$ cat src/rtl/note_sequencer_pkg.sv
// Shared definitions for the note sequencer: note indices, ROM entry layout,
// FSM state encoding and the note-to-divisor conversion.
package note_sequencer_pkg;

    localparam int NOTE_W  = 6;
    localparam int BEATS_W = 3;
    localparam int ENTRY_W = NOTE_W + BEATS_W;
    localparam int DIVX_W  = 32;

    // Note indices: 0 is a rest, 1..36 run chromatically from C4 to B6
    localparam logic [NOTE_W-1:0] REST = 6'd0;
    localparam logic [NOTE_W-1:0] C4   = 6'd1;
    localparam logic [NOTE_W-1:0] D4   = 6'd3;
    localparam logic [NOTE_W-1:0] E4   = 6'd5;
    localparam logic [NOTE_W-1:0] F4   = 6'd6;
    localparam logic [NOTE_W-1:0] G4   = 6'd8;
    localparam logic [NOTE_W-1:0] A4   = 6'd10;
    localparam logic [NOTE_W-1:0] B4   = 6'd12;
    localparam logic [NOTE_W-1:0] C5   = 6'd13;
    localparam logic [NOTE_W-1:0] D5   = 6'd15;
    localparam logic [NOTE_W-1:0] E5   = 6'd17;
    localparam logic [NOTE_W-1:0] F5   = 6'd18;
    localparam logic [NOTE_W-1:0] G5   = 6'd20;
    localparam logic [NOTE_W-1:0] A5   = 6'd22;
    localparam logic [NOTE_W-1:0] B5   = 6'd24;
    localparam logic [NOTE_W-1:0] C6   = 6'd25;
    localparam logic [NOTE_W-1:0] D6   = 6'd27;
    localparam logic [NOTE_W-1:0] E6   = 6'd29;
    localparam logic [NOTE_W-1:0] F6   = 6'd30;
    localparam logic [NOTE_W-1:0] G6   = 6'd32;
    localparam logic [NOTE_W-1:0] A6   = 6'd34;
    localparam logic [NOTE_W-1:0] B6   = 6'd36;

    typedef enum logic [2:0] {
        ST_IDLE,
        ST_FETCH,
        ST_EVAL,
        ST_NOTE,
        ST_GAP
    } seq_state_t;

    // Short demo tune (entry 0 in the low bits); beats == 0 terminates it
    localparam logic [8*ENTRY_W-1:0] DEMO_SONG = {
        {REST, 3'd0}, {C5, 3'd2}, {G4, 3'd1}, {REST, 3'd1},
        {C5, 3'd2},   {G4, 3'd1}, {E4, 3'd1}, {C4, 3'd1}
    };

    // Equal-tempered note frequency in millihertz, 0 for rest/out of range
    function automatic logic [31:0] note_mhz(input logic [NOTE_W-1:0] note);
        case (note)
            6'd1:  return 32'd261626;
            6'd2:  return 32'd277183;
            6'd3:  return 32'd293665;
            6'd4:  return 32'd311127;
            6'd5:  return 32'd329628;
            6'd6:  return 32'd349228;
            6'd7:  return 32'd369994;
            6'd8:  return 32'd391995;
            6'd9:  return 32'd415305;
            6'd10: return 32'd440000;
            6'd11: return 32'd466164;
            6'd12: return 32'd493883;
            6'd13: return 32'd523251;
            6'd14: return 32'd554365;
            6'd15: return 32'd587330;
            6'd16: return 32'd622254;
            6'd17: return 32'd659255;
            6'd18: return 32'd698456;
            6'd19: return 32'd739989;
            6'd20: return 32'd783991;
            6'd21: return 32'd830609;
            6'd22: return 32'd880000;
            6'd23: return 32'd932328;
            6'd24: return 32'd987767;
            6'd25: return 32'd1046502;
            6'd26: return 32'd1108731;
            6'd27: return 32'd1174659;
            6'd28: return 32'd1244508;
            6'd29: return 32'd1318510;
            6'd30: return 32'd1396913;
            6'd31: return 32'd1479978;
            6'd32: return 32'd1567982;
            6'd33: return 32'd1661219;
            6'd34: return 32'd1760000;
            6'd35: return 32'd1864655;
            6'd36: return 32'd1975533;
            default: return 32'd0;
        endcase
    endfunction

    // Rounded clk_hz / f_note; only ever called with constant arguments so
    // the division is resolved at elaboration into a lookup table
    function automatic logic [DIVX_W-1:0] note_divx(input logic [NOTE_W-1:0] note,
                                                     input longint unsigned clk_hz);
        longint unsigned f;
        longint unsigned num;
        f = 64'(note_mhz(note));
        if (f == 64'd0) return '0;
        num = clk_hz * 64'd1000 + (f >> 1);
        return DIVX_W'(num / f);
    endfunction

endpackage

$ cat src/rtl/note_sequencer_if.sv
// Front-panel controls and divider-side outputs of the note sequencer.
interface note_sequencer_if
    import note_sequencer_pkg::*;
();
    logic              play;
    logic              stop;
    logic              loop;
    logic [DIVX_W-1:0] divx;
    logic              mute;
    logic [NOTE_W-1:0] note_idx;
    logic              busy;
    logic              done;

    modport master (
        output play, stop, loop,
        input  divx, mute, note_idx, busy, done
    );

    modport slave (
        input  play, stop, loop,
        output divx, mute, note_idx, busy, done
    );
endinterface

$ cat src/rtl/note_sequencer_song_rom.sv
// Synchronous-read melody ROM; contents arrive as a packed parameter with
// entry 0 in the least significant bits.
module song_rom
    import note_sequencer_pkg::*;
#(
    parameter int ADDR_W = 5,
    parameter logic [ENTRY_W*(2**ADDR_W)-1:0] SONG = '0
) (
    input  logic               clk,
    input  logic [ADDR_W-1:0]  i_addr,
    output logic [ENTRY_W-1:0] o_data
);

    logic [ENTRY_W-1:0] r_data;

    // One-cycle read latency: the entry addressed this cycle is visible next cycle
    always_ff @(posedge clk) begin
        r_data <= SONG[ENTRY_W*int'(i_addr) +: ENTRY_W];
    end

    assign o_data = r_data;

endmodule

$ cat src/rtl/note_sequencer.sv
// Melody player: walks the song ROM, turns each entry into a divisor word
// and mute flag, times notes with a tick/beat counter and inserts a silent
// gap at the end of every note so repeated notes articulate.
module note_sequencer
    import note_sequencer_pkg::*;
#(
    parameter int TICKS_PER_BEAT = 12_500_000,
    parameter int GAP_TICKS      = 1_250_000,
    parameter int CLK_HZ         = 50_000_000,
    parameter int ADDR_W         = 5,
    parameter logic [ENTRY_W*(2**ADDR_W)-1:0] SONG = (ENTRY_W*(2**ADDR_W))'(DEMO_SONG)
) (
    input  logic             clk,
    input  logic             rst,
    note_sequencer_if.slave  bus
);

    localparam int CNT_W = $clog2(TICKS_PER_BEAT + 1);
    localparam logic [CNT_W-1:0] TICK_LAST      = CNT_W'(TICKS_PER_BEAT - 1);
    localparam logic [CNT_W-1:0] TICK_GAP_START = CNT_W'(TICKS_PER_BEAT - GAP_TICKS - 1);
    localparam logic [CNT_W-1:0] GAP_LAST       = CNT_W'(GAP_TICKS - 1);

    seq_state_t         r_state;
    seq_state_t         w_state_next;
    logic [ADDR_W:0]    r_addr;
    logic [ADDR_W:0]    w_addr_next;
    logic [BEATS_W-1:0] r_beat_cnt;
    logic [BEATS_W-1:0] w_beat_next;
    logic [CNT_W-1:0]   r_tick_cnt;
    logic [CNT_W-1:0]   w_tick_next;
    logic [DIVX_W-1:0]  r_divx;
    logic [DIVX_W-1:0]  w_divx_next;
    logic               r_mute;
    logic               w_mute_next;
    logic [NOTE_W-1:0]  r_note_idx;
    logic [NOTE_W-1:0]  w_note_next;
    logic               r_busy;
    logic               r_done;
    logic               w_done_next;

    logic [ENTRY_W-1:0] w_rom_data;
    logic [NOTE_W-1:0]  w_note;
    logic [BEATS_W-1:0] w_beats;
    logic               w_song_end;
    logic [DIVX_W-1:0]  w_divx_tab [2**NOTE_W];

    // The extra address bit flags a walk past the last ROM entry
    song_rom #(
        .ADDR_W (ADDR_W),
        .SONG   (SONG)
    ) u_song_rom (
        .clk    (clk),
        .i_addr (r_addr[ADDR_W-1:0]),
        .o_data (w_rom_data)
    );

    assign w_note     = w_rom_data[ENTRY_W-1:BEATS_W];
    assign w_beats    = w_rom_data[BEATS_W-1:0];
    assign w_song_end = (w_beats == '0) || r_addr[ADDR_W];

    for (genvar g = 0; g < 2**NOTE_W; g++) begin : g_divx
        assign w_divx_tab[g] = note_divx(NOTE_W'(g), 64'(CLK_HZ));
    end

    // Next-state and next-output logic; stop beats play, play beats everything else
    always_comb begin
        w_state_next = r_state;
        w_addr_next  = r_addr;
        w_beat_next  = r_beat_cnt;
        w_tick_next  = r_tick_cnt;
        w_divx_next  = r_divx;
        w_mute_next  = r_mute;
        w_note_next  = r_note_idx;
        w_done_next  = 1'b0;

        if (bus.stop) begin
            w_state_next = ST_IDLE;
            w_addr_next  = '0;
            w_tick_next  = '0;
            w_mute_next  = 1'b1;
        end else if (bus.play) begin
            w_state_next = ST_FETCH;
            w_addr_next  = '0;
            w_tick_next  = '0;
            w_mute_next  = 1'b1;
        end else begin
            unique case (r_state)
                ST_IDLE: begin
                    w_mute_next = 1'b1;
                end
                ST_FETCH: begin
                    w_state_next = ST_EVAL;
                end
                ST_EVAL: begin
                    if (w_song_end) begin
                        w_addr_next = '0;
                        if (bus.loop) begin
                            w_state_next = ST_FETCH;
                        end else begin
                            w_state_next = ST_IDLE;
                            w_done_next  = 1'b1;
                        end
                    end else begin
                        w_note_next  = w_note;
                        w_mute_next  = (w_note == REST);
                        if (w_note != REST) begin
                            w_divx_next = w_divx_tab[w_note];
                        end
                        w_beat_next  = w_beats;
                        w_tick_next  = '0;
                        w_state_next = ST_NOTE;
                    end
                end
                ST_NOTE: begin
                    if (r_beat_cnt == BEATS_W'(1) && r_tick_cnt == TICK_GAP_START) begin
                        w_state_next = ST_GAP;
                        w_tick_next  = '0;
                        w_mute_next  = 1'b1;
                    end else if (r_tick_cnt == TICK_LAST) begin
                        w_tick_next = '0;
                        w_beat_next = r_beat_cnt - BEATS_W'(1);
                    end else begin
                        w_tick_next = r_tick_cnt + CNT_W'(1);
                    end
                end
                ST_GAP: begin
                    w_mute_next = 1'b1;
                    if (r_tick_cnt == GAP_LAST) begin
                        w_tick_next  = '0;
                        w_addr_next  = r_addr + (ADDR_W+1)'(1);
                        w_state_next = ST_FETCH;
                    end else begin
                        w_tick_next = r_tick_cnt + CNT_W'(1);
                    end
                end
                default: begin
                    w_state_next = ST_IDLE;
                    w_mute_next  = 1'b1;
                end
            endcase
        end
    end

    // State and registered outputs, cleared by the synchronous active-low reset
    always_ff @(posedge clk) begin
        if (!rst) begin
            r_state    <= ST_IDLE;
            r_addr     <= '0;
            r_beat_cnt <= '0;
            r_tick_cnt <= '0;
            r_divx     <= '0;
            r_mute     <= 1'b1;
            r_note_idx <= '0;
            r_busy     <= 1'b0;
            r_done     <= 1'b0;
        end else begin
            r_state    <= w_state_next;
            r_addr     <= w_addr_next;
            r_beat_cnt <= w_beat_next;
            r_tick_cnt <= w_tick_next;
            r_divx     <= w_divx_next;
            r_mute     <= w_mute_next;
            r_note_idx <= w_note_next;
            r_busy     <= (w_state_next != ST_IDLE);
            r_done     <= w_done_next;
        end
    end

    assign bus.divx     = r_divx;
    assign bus.mute     = r_mute;
    assign bus.note_idx = r_note_idx;
    assign bus.busy     = r_busy;
    assign bus.done     = r_done;

endmodule

$ cat src/flat_wrapper.sv
// flat-port wrapper written by rule: the top's interface ports become plain ports
module note_sequencer_flat import note_sequencer_pkg::*;
#(
    parameter int TICKS_PER_BEAT = 12_500_000,
    parameter int GAP_TICKS      = 1_250_000,
    parameter int CLK_HZ         = 50_000_000,
    parameter int ADDR_W         = 5,
    parameter logic [ENTRY_W*(2**ADDR_W)-1:0] SONG = (ENTRY_W*(2**ADDR_W))'(DEMO_SONG)
)
  (clk, rst, bus_play, bus_stop, bus_loop, bus_divx, bus_mute, bus_note_idx, bus_busy, bus_done);
  note_sequencer_if bus_i ();
  input  logic clk;
  input  logic rst;
  input wire logic [$bits(bus_i.play)-1:0] bus_play;
  input wire logic [$bits(bus_i.stop)-1:0] bus_stop;
  input wire logic [$bits(bus_i.loop)-1:0] bus_loop;
  output wire logic [$bits(bus_i.divx)-1:0] bus_divx;
  output wire logic [$bits(bus_i.mute)-1:0] bus_mute;
  output wire logic [$bits(bus_i.note_idx)-1:0] bus_note_idx;
  output wire logic [$bits(bus_i.busy)-1:0] bus_busy;
  output wire logic [$bits(bus_i.done)-1:0] bus_done;
  assign bus_i.play = bus_play;
  assign bus_i.stop = bus_stop;
  assign bus_i.loop = bus_loop;
  assign bus_divx = bus_i.divx;
  assign bus_mute = bus_i.mute;
  assign bus_note_idx = bus_i.note_idx;
  assign bus_busy = bus_i.busy;
  assign bus_done = bus_i.done;
  note_sequencer #(.TICKS_PER_BEAT(TICKS_PER_BEAT), .GAP_TICKS(GAP_TICKS), .CLK_HZ(CLK_HZ), .ADDR_W(ADDR_W), .SONG(SONG)) u_core (.clk(clk), .rst(rst), .bus(bus_i));
endmodule
$ cat config.mk
export PLATFORM = sky130hd
export DESIGN_NAME = note_sequencer_flat
export DESIGN_NICKNAME = d
export VERILOG_FILES = /design/src/rtl/note_sequencer_pkg.sv /design/src/rtl/note_sequencer_if.sv /design/src/rtl/note_sequencer_song_rom.sv /design/src/rtl/note_sequencer.sv /design/src/flat_wrapper.sv
export SDC_FILE = /design/constraint.sdc
export NUM_CORES = 1
export LEC_CHECK = 0
export ABC_AREA = 0
export CAP_MARGIN = 40
export CORE_ASPECT_RATIO = 0.5
export CORE_MARGIN = 10
export CORE_UTILIZATION = 45
export CTS_CLUSTER_SIZE = 16
export DETAILED_ROUTE_END_ITERATION = 16
export GPL_TIMING_DRIVEN = 0
export HOLD_SLACK_MARGIN = 0.02
export PLACE_DENSITY = 0.68
export SLEW_MARGIN = 25
export SYNTH_ARGS = -nofsm -noshare
export SYNTH_HDL_FRONTEND = slang
export SYNTH_SLANG_ARGS = --single-unit
$ cat constraint.sdc
create_clock -name clk -period 4.15 [get_ports clk]
set_input_delay 0.6225 -clock clk [delete_from_list [all_inputs] [get_ports clk]]
set_output_delay 0.6225 -clock clk [all_outputs]
set_load 0.01 [all_outputs]
==> flow_metrics.env, run 1 <==
export IMPL_run_status="finished clean"
export IMPL_async_reset_ff_share_pct=0
export IMPL_vdd_ir_drop_worst_mv=0.2626
export IMPL_post_cts_resize_count=0
export IMPL_clock_power_share_pct=53.7
export IMPL_critical_path_peak_fanout=9
export IMPL_netSwitchingFraction_pct=20.18
export IMPL_clock_tree_htree_level_count=3
export IMPL_finalSetupViolCount=0
export IMPL_maximum_number_of_pins_on_one_net_before_global_route_repair=11
export IMPL_routed_wirelength_um=7645
export IMPL_transition_time_at_the_pin_with_the_least_slew_margin_ns=0.6964
export IMPL_drv_max_cap_violation_count=0
export IMPL_initial_drc_count=187
export IMPL_drt_vias_per_instance=5.221
export IMPL_first_global_vias=2727
export IMPL_post_layout_total_power_w=0.001394
export IMPL_post_dp_cell_area_mm2=0.003725
export IMPL_final_fill_count=615
export IMPL_required_ns=4.37
export IMPL_seq_cells_post_synth=62
export IMPL_hold_path_class="reg -> reg"
export IMPL_total_leakage_power_nw=1.543
export IMPL_die_width_um=140.5
export IMPL_path_buf_inv=0
export IMPL_syn_instance_count=382
export IMPL_finalMaxSlewViolations=0
export IMPL_synth_edf_count=0
export IMPL_critPathKind="reg -> reg"
export IMPL_hold_buffers=0
export IMPL_timing_final_hold_violations=0
export IMPL_yosysTopAreaCellShare_pct=37.96
export IMPL_synth_common_cells="sky130_fd_sc_hd__dfxtp_1, sky130_fd_sc_hd__nand2_1, sky130_fd_sc_hd__nor2_1"
export IMPL_synthesis_warnings=0
export IMPL_ios=46
export IMPL_wl_per_cell_um=14.29
export IMPL_layout_area_seq_mm2=0.001241
export IMPL_sequential_power_share_pct=42.9
export IMPL_setup_tns_final_ns=0
export IMPL_floorplan_initialDensity_pct=47.67
export IMPL_cell_area_after_synthesis_mm2=0.003269
export IMPL_grt_first_pass_wirelength_um=12990
export IMPL_insertion_delay_ns=0.33
export IMPL_worstPathArrival_ns=2.89
export IMPL_synth_cell_type_count=57
export IMPL_timing_final_crit_share_pct=64.23
export IMPL_design_die_area_mm2=0.01128
export IMPL_slew_headroom_pct=53.21
export IMPL_die_h_um=80.27
export IMPL_synth_top_cells_by_area="sky130_fd_sc_hd__dfxtp_1, sky130_fd_sc_hd__ha_1, sky130_fd_sc_hd__buf_4, sky130_fd_sc_hd__nand2_1, sky130_fd_sc_hd__nor2_1"
export IMPL_crit_path_cell_trace="or4_1 > or4_4 > o211a_1 > a21oi_1 > o22ai_1 > a21o_1"
export IMPL_clock_tree_from_tritoncts="yes"
export IMPL_cp_top_family="compound AO/OA/AOI/OAI gates"
export IMPL_setup_worst_path_start_class="flip-flop"
export IMPL_sw_power_w=0.0002814
export IMPL_cellPowerDensity_mw_per_mm2=345.7
export IMPL_ctsLongestPathBuffers=2
export IMPL_ys_dominant_reg_cell="sky130_fd_sc_hd__dfxtp_1"
export IMPL_placeable_core_region_mm2=0.006858
export IMPL_final_design_area_no_fill_mm2=0.004034
export IMPL_synthDominantAreaCellType="sky130_fd_sc_hd__dfxtp_1"
export IMPL_core_rowCount=21
export IMPL_port_buffers=28
export IMPL_post_syn_area_per_cell_um2=8.559
export IMPL_grt_remaining_overflow=0
export IMPL_nNetsFinal=456
export IMPL_power_share_combinational_pct=3.3
export IMPL_cts_sinks=62
export IMPL_post_cts_setup_buffers=0
export IMPL_global_route_usage_total_pct=13.99
export IMPL_insertedDiodeCount=0
export IMPL_yosysSeqAreaShare_pct=37.96
export IMPL_ff2ff_setup_slack_ns=1.48
export IMPL_syn_to_final_growth_pct=23.38
export IMPL_critical_path_endpoint_type="flip-flop"
export IMPL_max_clock_freq_mhz=375.2
export IMPL_fin_worst_skew_ns=0.005626
export IMPL_routabilityCongestion=0.8822
export IMPL_crit_path_top_delay_cell="sky130_fd_sc_hd__or4_1"
export IMPL_initial_antenna_violation_count=0
export IMPL_cts_clk_slew_worst_paths_ns=0.05
export IMPL_drc_errors=0
export IMPL_dominant_cell_by_count_in_the_synthesized_netlist="sky130_fd_sc_hd__dfxtp_1"
export IMPL_final_min_clock_period_ns=2.666
export IMPL_num_vias=2793
export IMPL_dp_hpwl_um=5797
export IMPL_cts_buffers=9
export IMPL_drtAntennaViolNets=0
export IMPL_intPower_w=0.001113
export IMPL_cts_root_buf="sky130_fd_sc_hd__clkbuf_16"
export IMPL_final_layout_size_suffix_gt1_share_pct=10.38
export IMPL_drt_pass1_iterations=4
export IMPL_slowest_delay_ns=0.55
export IMPL_multi_input_comb_area_mm2=0.001848
export IMPL_rsz_0062_raised_after_global_routing="false"
export IMPL_hold_slack_ns=0.4688
[power by group through the flow]
stage	Combinational (W)	Clock (W)	Sequential, W
floorplan	0.0000328	0	0.000611
global placement	0.0000448	0	0.000611
detailed placement	0.0000450	0	0.000611
CTS	0.0000451	0.000761	0.000599
global route	0.0000511	0.000792	0.000598
finish	0.0000464	0.000749	0.000599
[flip-flops by register name, summed over array words and instances, names as in the netlist]
signal,flops
u_core.bus.busy,1
u_core.bus.divx,15
u_core.bus.done,1
u_core.bus.mute,1
u_core.bus.note_idx,3
u_core.r_addr,6
u_core.r_beat_cnt,3
u_core.r_state,3
u_core.r_tick_cnt,24
u_core.u_song_rom.o_data,5
[layout make-up]
cell class / instances / area share (%)
Sequential cell: 62 / 30.77
Buffer: 29 / 4.653
Clock inverter: 4 / 1.117
Multi-Input combinational cell: 293 / 45.81
Tap cell: 92 / 2.854
Timing Repair Buffer: 29 / 7.134
Clock buffer: 12 / 6.359
Inverter: 14 / 1.303
[worst register-to-register path: cells and delay by family (launching register included)]
family,cells,cell delay (ns)
compound gates,4,1.16
flops,1,0.38
simple gates,2,1.03
[kinds of logic (layout without fill, tap and decap cells)]
logic type,Yosys count,in the layout,share of synthesized area [%]
AO/OA/AOI/OAI,76,76,16.15
XOR/XNOR,16,16,4.286
adder cells (fa/ha/maj),13,13,4.975
buffers and inverters,43,88,7.348
flip-flops,62,62,37.96
multiplexers,8,8,2.488
other,1,17,0.1147
AND/OR/NAND/NOR,163,163,26.68
[through the flow]
stage,setup slack [ns],cells,util (%)
6_report,1.484,535,58.82
5_1_grt,1.372,535,58.82
4_1_cts,1.490,534,58.71
3_5_place_dp,1.369,518,54.31
3_3_place_gp,1.363,518,54.31
2_1_floorplan,1.826,398,-
[metal layers]
layer  share of wire [%]  GRT usage, %
met3                 7.6         6.224
met5                   0             0
met4                 1.6         5.943
met2                  45         22.40
met1                  46         16.09
[placed cells by master (no fill, tap or decap), types with 3 or more instances in the layout]
| master | instances |
|---|---|
| sky130_fd_sc_hd__and3_1 | 6 |
| sky130_fd_sc_hd__or3_1 | 12 |
| sky130_fd_sc_hd__o211ai_1 | 3 |
| sky130_fd_sc_hd__mux2i_1 | 7 |
| sky130_fd_sc_hd__clkinv_2 | 3 |
| sky130_fd_sc_hd__nand3_1 | 14 |
| sky130_fd_sc_hd__nand2b_1 | 6 |
| sky130_fd_sc_hd__a21boi_0 | 9 |
| sky130_fd_sc_hd__or4_1 | 3 |
| sky130_fd_sc_hd__xor2_1 | 7 |
| sky130_fd_sc_hd__a21o_1 | 4 |
| sky130_fd_sc_hd__clkbuf_1 | 9 |
| sky130_fd_sc_hd__conb_1 | 17 |
| sky130_fd_sc_hd__o211a_1 | 6 |
| sky130_fd_sc_hd__nor2b_1 | 6 |
| sky130_fd_sc_hd__o21ai_1 | 3 |
| sky130_fd_sc_hd__o21ai_0 | 16 |
| sky130_fd_sc_hd__dfxtp_1 | 62 |
| sky130_fd_sc_hd__nand4_1 | 5 |
| sky130_fd_sc_hd__nor3b_1 | 5 |
| sky130_fd_sc_hd__and2_1 | 4 |
| sky130_fd_sc_hd__xnor2_1 | 9 |
| sky130_fd_sc_hd__nand2_1 | 36 |
| sky130_fd_sc_hd__nor3_1 | 14 |
| sky130_fd_sc_hd__buf_4 | 21 |
| sky130_fd_sc_hd__clkdlybuf4s50_1 | 28 |
| sky130_fd_sc_hd__nor2_1 | 34 |
| sky130_fd_sc_hd__ha_1 | 13 |
| sky130_fd_sc_hd__nand3b_1 | 3 |
| sky130_fd_sc_hd__inv_1 | 14 |
| sky130_fd_sc_hd__clkbuf_16 | 9 |
| sky130_fd_sc_hd__a21oi_1 | 16 |
| sky130_fd_sc_hd__nor4bb_1 | 3 |
[path summary, 6_finish.rpt]
kind         cells after the start                                  to                               start
min reg2reg                      2     u_core.bus.divx[3]$_SDFFE_PN0P_     u_core.bus.divx[3]$_SDFFE_PN0P_
max reg2reg                      6  u_core.r_tick_cnt[15]$_SDFFE_PP0P_  u_core.r_tick_cnt[11]$_SDFFE_PP0P_
max                              6  u_core.r_tick_cnt[15]$_SDFFE_PP0P_  u_core.r_tick_cnt[11]$_SDFFE_PP0P_
min                              2     u_core.bus.divx[3]$_SDFFE_PN0P_     u_core.bus.divx[3]$_SDFFE_PN0P_
Note: power is estimated with default switching activity, not from simulation.
==> run 2, diff against run 1 <==
--- a/config.mk
+++ b/config.mk
@@ -14,7 +14,7 @@
 export DETAILED_ROUTE_END_ITERATION = 16
 export GPL_TIMING_DRIVEN = 0
 export HOLD_SLACK_MARGIN = 0.02
-export PLACE_DENSITY = 0.68
+export PLACE_DENSITY = 0.7
 export SLEW_MARGIN = 25
 export SYNTH_ARGS = -nofsm -noshare
 export SYNTH_HDL_FRONTEND = slang
==> constraint.sdc (replaced) <==
create_clock -name clk -period 2.2 [get_ports clk]
set_input_delay 0.33 -clock clk [delete_from_list [all_inputs] [get_ports clk]]
set_output_delay 0.33 -clock clk [all_outputs]
set_load 0.01 [all_outputs]
==> run 2 against run 1 <==
Against the previous run: the run now ends with negative setup slack left; combinational power up 110%; utilization increased by 3.8 points; clock skew shrank 0.0015 ns; critical path depth increased by 1; wire length rose by 4.8%; cell count grew 2.4%; critical path type unchanged; highest routed layer unchanged.
==> flow_metrics.env, run 2 (synthesized netlist as in run 1, its figures left out) <==
export IMPL_transition_time_at_the_pin_with_the_least_slew_margin_ns=0.5508
export IMPL_die_width_um=140.5
export IMPL_cts_sinks=62
export IMPL_largest_register="u_core.r_tick_cnt"
export IMPL_drtAntennaViolNets=0
export IMPL_nNetsFinal=469
export IMPL_clock_tree_from_tritoncts="yes"
export IMPL_clock_tree_htree_level_count=3
export IMPL_routed_wirelength_um=8011
export IMPL_r2r_worst_path_cells=7
export IMPL_final_layout_size_suffix_gt1_share_pct=18.20
export IMPL_design_die_area_mm2=0.01128
export IMPL_critical_path_peak_fanout=2
export IMPL_rsz_0062_raised_after_global_routing="true"
export IMPL_layout_area_seq_mm2=0.001254
export IMPL_timing_hold_worst_path_depth=2
export IMPL_setup_worst_path_start_class="flip-flop"
export IMPL_cp_num_cells=7
export IMPL_cp_top_family="simple AND/OR/NAND/NOR gates"
export IMPL_cts_buffers=9
export IMPL_slew_headroom_pct=63.28
export IMPL_wl_per_cell_um=14.62
export IMPL_final_min_clock_period_ns=2.327
export IMPL_hold_buffers=0
export IMPL_critical_path_endpoint_type="flip-flop"
export IMPL_die_h_um=80.27
export IMPL_setup_tns_final_ns=-1.824
export IMPL_worstPathArrival_ns=2.55
export IMPL_initial_drc_count=235
export IMPL_path_buf_inv=1
export IMPL_required_ns=2.42
export IMPL_drv_max_cap_violation_count=0
export IMPL_drc_errors=0
export IMPL_first_global_vias=2684
export IMPL_max_clock_freq_mhz=429.8
export IMPL_final_fill_count=625
export IMPL_global_route_usage_total_pct=14.19
export IMPL_routabilityCongestion=0.8679
export IMPL_timing_final_crit_share_pct=105.8
export IMPL_postLayoutSetupSlackWorst_ns=-0.1265
export IMPL_cts_clk_slew_worst_paths_ns=0.05
export IMPL_largest_register_ffs=24
export IMPL_drt_pass1_iterations=5
export IMPL_finalSetupViolCount=28
export IMPL_crit_path_cell_trace="or4_1 > or4_4 > o31a_1 > a211oi_4 > buf_4 > o22ai_2 > a21o_1"
export IMPL_insertion_delay_ns=0.33
export IMPL_floorplan_initialDensity_pct=47.67
export IMPL_ios=46
export IMPL_vdd_ir_drop_worst_mv=0.5423
export IMPL_crit_path_top_delay_cell="sky130_fd_sc_hd__or4_1"
export IMPL_critPathKind="reg -> reg"
export IMPL_ctsLongestPathBuffers=2
export IMPL_hold_path_class="reg -> reg"
export IMPL_slowest_delay_ns=0.49
export IMPL_drt_vias_per_instance=5.263
export IMPL_port_buffers=28
export IMPL_grt_first_pass_wirelength_um=13030
export IMPL_most_common_layout_cells="sky130_fd_sc_hd__dfxtp_1, sky130_fd_sc_hd__nand2_1, sky130_fd_sc_hd__nor2_1, sky130_fd_sc_hd__buf_4, sky130_fd_sc_hd__clkdlybuf4s50_1"
export IMPL_maximum_number_of_pins_on_one_net_before_global_route_repair=11
export IMPL_dp_hpwl_um=5508
export IMPL_multi_input_comb_area_mm2=0.001957
export IMPL_syn_to_final_growth_pct=31.42
export IMPL_initial_antenna_violation_count=0
export IMPL_core_rowCount=21
export IMPL_finalMaxSlewViolations=0
export IMPL_post_layout_total_power_w=0.002793
export IMPL_layout_commonest_cell="sky130_fd_sc_hd__dfxtp_1"
export IMPL_total_leakage_power_nw=1.646
export IMPL_placeable_core_region_mm2=0.006858
export IMPL_num_vias=2884
export IMPL_failed_checks="negative setup slack"
export IMPL_cellPowerDensity_mw_per_mm2=649.9
export IMPL_run_status="finished, violations left"
export IMPL_fin_worst_skew_ns=0.004152
export IMPL_grt_remaining_overflow=0
export IMPL_insertedDiodeCount=0
export IMPL_timing_final_hold_violations=0
export IMPL_cts_root_buf="sky130_fd_sc_hd__clkbuf_16"
-- run 2: layer usage --
metal | vias up | share of wire [%] | GRT usage [%]
li1 | 1455 | - | -
met1 | 1335 | 46 | 16.88
met2 | 80 | 45 | 21.93
met3 | 14 | 8.1 | 6.283
met4 | 0 | 1.6 | 6.148
met5 | - | 0 | 0
-- run 2: stage by stage --
stage | cell area, um2 | util [%] | hold slack (ns) | instances | worst slack [ns]
after floorplan | 3332 | - | 0.4093 | 398 | -0.09398
after global placement | 3727 | 54.35 | 0.4520 | 518 | -0.4018
after detailed placement | 3727 | 54.35 | 0.4589 | 518 | -0.3955
after CTS | 4239 | 61.81 | 0.4660 | 547 | -0.1690
after global routing | 4297 | 62.65 | 0.4978 | 548 | -0.1776
final | 4297 | 62.65 | 0.4628 | 548 | -0.1265
-- run 2: final cells by class --
type	count	area share (%)
multi-input combinational	293	45.54
sequential	62	29.18
timing repair buffer	43	9.173
clock buffer	13	6.290
buffer	28	4.397
tap	92	2.679
clock inverter	3	1.514
inverter	14	1.223
-- run 2: tightest hold or removal path, stage by stage (launching register included) --
cell                       delay [ns]
sky130_fd_sc_hd__dfxtp_1         0.31
sky130_fd_sc_hd__nand2_1         0.05
sky130_fd_sc_hd__a21boi_0        0.06
-- run 2: worst paths after layout --
check                                                          from                             endpoint  slack [ns]
worst max-delay path              u_core.r_tick_cnt[6]$_SDFFE_PP0P_   u_core.r_tick_cnt[15]$_SDFFE_PP0P_       -0.13
worst max register to register    u_core.r_tick_cnt[6]$_SDFFE_PP0P_   u_core.r_tick_cnt[15]$_SDFFE_PP0P_       -0.13
worst min-delay path            u_core.bus.note_idx[0]$_SDFFE_PN0P_  u_core.bus.note_idx[0]$_SDFFE_PN0P_        0.46
worst min register to register  u_core.bus.note_idx[0]$_SDFFE_PN0P_  u_core.bus.note_idx[0]$_SDFFE_PN0P_        0.46
-- run 2: report_power, final --
group          total (W)  internal (W)  switching, W
combinational  0.0000959     0.0000472     0.0000488
sequential       0.00113       0.00112    0.00000261
clock            0.00157       0.00108      0.000488
-- run 2: repair_timing --
action,in CTS,in global routing
gates cloned,0,0
buffers inserted,13,1
resized for setup,21,12
setup endpoints to repair,33,43
pin swaps,12,9
